**src/rtl/id_ex_latch.sv**
```systemverilog
// ID/EX pipeline register with load-use hazard detection and bubble insertion.
// Optional `IDEX_PERF_EN adds saturating bubble_cnt / flush_cnt outputs.
module id_ex_latch #(
    parameter logic [31:0] NOP_WORD = 32'h0000_0000,
    parameter int          CNT_W    = 32
) (
    input  logic             CLK,
    input  logic             nRST,
    input  logic             pipe_en,
    input  logic             flush,
    input  logic [31:0]      instr_ID,
    input  logic [31:0]      pc4_ID,
    input  logic [31:0]      busA_ID,
    input  logic [31:0]      busB_ID,
    input  logic [31:0]      imm_ID,
    input  logic [3:0]       aluop_ID,
    input  logic             ALUSrc_ID,
    input  logic             RegWr_ID,
    input  logic             memWr_ID,
    input  logic             memtoReg_ID,
    input  logic             halt_ID,
    output logic [31:0]      instr_EX,
    output logic [31:0]      pc4_EX,
    output logic [31:0]      busA_EX,
    output logic [31:0]      busB_EX,
    output logic [31:0]      imm_EX,
    output logic [3:0]       aluop_EX,
    output logic             ALUSrc_EX,
    output logic             RegWr_EX,
    output logic             memWr_EX,
    output logic             memtoReg_EX,
    output logic             halt_EX,
    output logic             valid_EX,
    output logic             luse_stall
`ifdef IDEX_PERF_EN
    ,
    output logic [CNT_W-1:0] bubble_cnt,
    output logic [CNT_W-1:0] flush_cnt
`endif
);

    localparam logic [5:0] OP_RTYPE = 6'h00;
    localparam logic [5:0] OP_SW    = 6'h2b;
    localparam logic [5:0] OP_BEQ   = 6'h04;
    localparam logic [5:0] OP_BNE   = 6'h05;

    logic [31:0] r_instr, r_pc4, r_busA, r_busB, r_imm;
    logic [3:0]  r_aluop;
    logic        r_aluSrc, r_regWr, r_memWr, r_memtoReg, r_halt, r_valid;

    logic [5:0]  w_idOp;
    logic [4:0]  w_idRs, w_idRt, w_exRt;
    logic        w_idUsesRt, w_hz;

    assign w_idOp = instr_ID[31:26];
    assign w_idRs = instr_ID[25:21];
    assign w_idRt = instr_ID[20:16];
    assign w_exRt = r_instr[20:16];

    // Only these ID opcodes actually read rt as a source; for the rest rt is a destination.
    assign w_idUsesRt = (w_idOp == OP_RTYPE) || (w_idOp == OP_SW) ||
                        (w_idOp == OP_BEQ)   || (w_idOp == OP_BNE);

    assign w_hz = r_valid && r_memtoReg && (w_exRt != 5'd0) &&
                  ((w_idRs == w_exRt) || (w_idUsesRt && (w_idRt == w_exRt)));

    assign luse_stall = w_hz && !flush;

    always_ff @(posedge CLK or negedge nRST) begin
        if (!nRST) begin
            r_instr    <= NOP_WORD;
            r_pc4      <= '0;
            r_busA     <= '0;
            r_busB     <= '0;
            r_imm      <= '0;
            r_aluop    <= '0;
            r_aluSrc   <= 1'b0;
            r_regWr    <= 1'b0;
            r_memWr    <= 1'b0;
            r_memtoReg <= 1'b0;
            r_halt     <= 1'b0;
            r_valid    <= 1'b0;
        end else if (pipe_en) begin
            if (flush || w_hz) begin
                r_instr    <= NOP_WORD;
                r_pc4      <= '0;
                r_busA     <= '0;
                r_busB     <= '0;
                r_imm      <= '0;
                r_aluop    <= '0;
                r_aluSrc   <= 1'b0;
                r_regWr    <= 1'b0;
                r_memWr    <= 1'b0;
                r_memtoReg <= 1'b0;
                r_halt     <= 1'b0;
                r_valid    <= 1'b0;
            end else begin
                r_instr    <= instr_ID;
                r_pc4      <= pc4_ID;
                r_busA     <= busA_ID;
                r_busB     <= busB_ID;
                r_imm      <= imm_ID;
                r_aluop    <= aluop_ID;
                r_aluSrc   <= ALUSrc_ID;
                r_regWr    <= RegWr_ID;
                r_memWr    <= memWr_ID;
                r_memtoReg <= memtoReg_ID;
                r_halt     <= halt_ID;
                r_valid    <= 1'b1;
            end
        end
    end

    assign instr_EX    = r_instr;
    assign pc4_EX      = r_pc4;
    assign busA_EX     = r_busA;
    assign busB_EX     = r_busB;
    assign imm_EX      = r_imm;
    assign aluop_EX    = r_aluop;
    assign ALUSrc_EX   = r_aluSrc;
    assign RegWr_EX    = r_regWr;
    assign memWr_EX    = r_memWr;
    assign memtoReg_EX = r_memtoReg;
    assign halt_EX     = r_halt;
    assign valid_EX    = r_valid;

`ifdef IDEX_PERF_EN
    logic [CNT_W-1:0] r_bubbleCnt, r_flushCnt;

    // A flush bubble is counted as a flush even when a hazard is also present.
    always_ff @(posedge CLK or negedge nRST) begin
        if (!nRST) begin
            r_bubbleCnt <= '0;
            r_flushCnt  <= '0;
        end else if (pipe_en) begin
            if (flush) begin
                if (r_flushCnt != '1) r_flushCnt <= r_flushCnt + CNT_W'(1);
            end else if (w_hz) begin
                if (r_bubbleCnt != '1) r_bubbleCnt <= r_bubbleCnt + CNT_W'(1);
            end
        end
    end

    assign bubble_cnt = r_bubbleCnt;
    assign flush_cnt  = r_flushCnt;
`endif

endmodule
```
**config.mk**
```make
export PLATFORM = sky130hd
export DESIGN_NAME = id_ex_latch
export DESIGN_NICKNAME = d
export VERILOG_FILES = /design/src/rtl/id_ex_latch.sv
export SDC_FILE = /design/constraint.sdc
export NUM_CORES = 1
export LEC_CHECK = 0
export CORE_UTILIZATION = 40
export CTS_BUF_LIST = sky130_fd_sc_hd__clkbuf_8
export CTS_CLUSTER_DIAMETER = 120
export DETAILED_ROUTE_END_ITERATION = 16
export PLACE_DENSITY = 0.82
export SETUP_SLACK_MARGIN = 0.02
export SLEW_MARGIN = 20
export SYNTH_ARGS = -nofsm -noshare
export SYNTH_HDL_FRONTEND = slang
export SYNTH_SLANG_ARGS = --single-unit
```
**constraint.sdc**
```tcl
create_clock -name CLK -period 1.81 [get_ports CLK]
set_clock_uncertainty 0.15 [all_clocks]
set_input_delay 0.4525 -clock CLK [delete_from_list [all_inputs] [get_ports CLK]]
set_output_delay 0.4525 -clock CLK [all_outputs]
set_load 0.02 [all_outputs]
```
==> metrics.md, run 1 <==
| Metric | Value |
|---|---|
| Outcome | finished with violations |
| Failing checks | setup timing |
| Crit path arrival time | roughly 2.0 ns |
| Met2 Use GR | between 40 and 50% |
| Final #Nets | 1,347 |
| CTS Buf Count | 17 |
| Number of global-route vias before repair | around 7,400 |
| Final hold slack | 0.2461 ns |
| Slowest stage cell, crit path | dfrtp_2 |
| Grt met1 use | between 20 and 30% |
| Die X-Extent | 143.4 um |
| Die Ht | 143.4 um |
| Maximum clock rate | roughly 390 MHz |
| Peak VDD IR | 0.4143 mV |
| Area Overhead vs Synth | 83.38% |
| Initial Util | 40.98% |
| Setup slack after layout | -0.7514 ns |
| Mapped Area | between 8000 and 9000 um2 |
| Antenna violations before repair | 0 |
| I/O Buffers | 343 |
| Max cap viols | 0 |
| Post-place setup slack | -1.196 ns |
| Final setup violation count | 175 |
| Wire length per cell after detailed routing | just over 20 um |
| Leakage | a little under 9 nW |
| Slew headroom | 65.69% |
| Site Rows | 51 |
| Worst setup SP type | flip-flop |
| Grt met3 use | 8.297% |
| Post-route ant nets | 0 |
| Total Power | 9.586 mW |
| Kind of critical path | flip-flop to primary output |
| Max incr delay on CP | 0.47 ns |
| Gpl congestion | 0.8521 |
| Final-report max-slew violation count | 0 |
| Fillers | 1,136 |
| RSZ-0062 raised after global routing | yes |
| Final instance area | 14,670 um2 |
| DRT Pass-1 Iters | 4 |
| Post-DP Area | between 10,000 and 15,000 um2 |
| Ys Warns | 0 |
| GR peak layer | met2 |
| Pwr/cell area | approximately 650 nW/um2 |
| Buf/Inv on CP | 1 |
| Min Tclk post-route | 2.561 ns |
| Crit-path cells | xor2_2 -> nor4_4 -> o2111ai_2 -> a21oi_2 -> buf_4 |
| Final worst path period share | 141.5% |
| Finished Core Util | approximately three quarters |
| Sink Count | 170 |
| Core area | just under 20,000 um2 |
| Mapped Avg Cell Area | 10.51 um2 |
| Kind of end point of the critical path | primary output |
| Netlist cell types | 24 |
| Area of the multi-input gates | 3124 um2 |
| Hpwl dp | 17.18 mm |
| Clk slew on worst S/H paths | 0.11 ns |
| Top delay family on crit path | flip-flops |
| Skew-Pair Late Insertion Delay | 0.46 ns |
| Reg area | 4260 um2 |
| All-Layer GR Usage | between 20 and 25% |
| Largest net degree at the start of global routing | 63 |
| 1st-iter DRT viols | 188 |
| CTS root buffer | clkbuf_8 |
| CTS max path bufs | 2 |
| DRT Wirelength | slightly below 30 mm |
| Critical Path RT | 1.21 ns |
| CTS tree | built |
| DRC | 0 |
| Ant. Diodes | 0 |
| Post-Layout Cell Count | roughly 1,500 |
| Die area | 20,570 um2 |
| Cells after DPL | 1,383 |
| Synth Register Bits | 170 |
| Syn nets | 934 |
| Hold Path Class | input port to flip-flop |
| Setup TNS | -83.02 ns |
| H-tree Lvls | 4 |
| Fraction of the yosys area taken by sequential cells | around 53% |
| # IOs | around 340 |
| Mapped Cells | 761 |
| Final global-route overflow total | 0 |
| Vias | between 7,000 and 8,000 |
| Commonest non-fill, non-tap cells in the layout | inv_1 (341), clkdlybuf4s50_1 (167), dfrtp_1 (165) |
| Ratio of cells with drive above 1 in the final layout | 28.64% |
| Worst slew pin tran | 0.5146 ns |
| Final hold violation count | 0 |
| Vias per cell | 5.105 |
| Commonest non-fill, non-tap cell in the layout | inv_1 |
| First-pass GRT wire length | 39.05 mm |
| Worst-path maximum fanout | 3 |
-- Yosys cell counts, drive strengths merged --
master | number | area, um2
a41o | 1 | 10.01
buf | 38 | 339.1
inv | 339 | 1272
nor2b | 1 | 6.260
xnor2 | 1 | 8.760
and4 | 1 | 8.760
clkbuf | 19 | 71.32
o32ai | 168 | 1847
nand2b | 1 | 6.260
nand4 | 1 | 6.260
nor3 | 1 | 10.01
xor2 | 9 | 78.83
o2111a | 1 | 11.26
dfrtp | 170 | 4254
o2111ai | 1 | 8.760
a311oi | 1 | 15.01
nor4 | 2 | 18.77
a21oi | 1 | 5.000
nor2 | 3 | 11.26
o22ai | 2 | 12.51
-- logic make-up (layout without fill, tap and decap cells) --
family	Yosys count	count (layout)	synth area share, %
AND/OR/NAND/NOR	10	10	0.8446
flip-flops	170	170	53.17
AO/OA/AOI/OAI	175	176	23.86
buffers and inverters	396	821	21.03
XOR/XNOR	10	10	1.095
-- state kept, by name (all words and copies together) (netlist names), 4 cells and up --
signal / cells
imm_EX: 32
instr_EX: 32
busB_EX: 32
pc4_EX: 32
aluop_EX: 4
busA_EX: 32
-- tightest hold or removal path, cell delays in order --
cell	delay, ns
dlymetal6s2s_1	0.16
inv_1	0.10
o32ai_2	0.10
-- cell type report --
class	instances	share of cell area, %
timing repair buffer	450	36.27
multi-input combinational	196	21.29
inverter	339	8.672
clock inverter	14	0.7845
clock buffer	18	1.688
sequential	170	29.04
tap	265	2.260
-- report_power, final --
| group | internal, mW | total, mW | switching [mW] |
|---|---|---|---|
| sequential | 4.10 | 4.29 | 0.187 |
| combinational | 1.37 | 2.71 | 1.35 |
| clock | 1.02 | 2.58 | 1.57 |
| total | 6.49 | 9.59 | 3.10 |
-- path summary, 6_finish.rpt --
path | from | end | slack (ns) | cells after the start
setup / recovery | instr_EX[18]$_DFFE_PN0P_ | luse_stall | -0.75 | 5
hold / removal | instr_ID[17] | instr_EX[17]$_DFFE_PN0P_ | 0.25 | 3
setup reg to reg | instr_EX[18]$_DFFE_PN0P_ | busA_EX[10]$_DFFE_PN0P_ | -0.59 | 9
hold reg to reg | busB_EX[20]$_DFFE_PN0P_ | busB_EX[20]$_DFFE_PN0P_ | 0.36 | 2
max in group asynchronous | nRST | instr_EX[17]$_DFFE_PN0P_ | 0.54 | 3
min in group asynchronous | nRST | imm_EX[3]$_DFFE_PN0P_ | 0.31 | 2
-- repair_timing --
item / 4_1_cts / 5_1_grt
resized for setup: 136 / 241
hold buffers: 1 / 0
cloned: 9 / 10
setup endpoints to repair: 341 / 330
setup buffers: 11 / 13
pin swaps: 6 / 22
endpoints found under the hold margin: 30 / 0
-- per-layer routing --
metal	routed length (um)	share of wire, %	vias up
met5	0	0	-
met2	14770	50	353
met4	897	3.0	0
met3	2374	8.0	70
met1	11500	39	3706
li1	-	-	3283
(Power assumes the default switching activity.)
==> run 2, diff against run 1 <==
--- a/config.mk
+++ b/config.mk
@@ -5,6 +5,7 @@
 export SDC_FILE = /design/constraint.sdc
 export NUM_CORES = 1
 export LEC_CHECK = 0
+export CAP_MARGIN = 25
 export CORE_UTILIZATION = 40
 export CTS_BUF_LIST = sky130_fd_sc_hd__clkbuf_8
 export CTS_CLUSTER_DIAMETER = 120
==> results of run 2 <==
No change in the layout: final DEF, timing and power equal those of run 1.
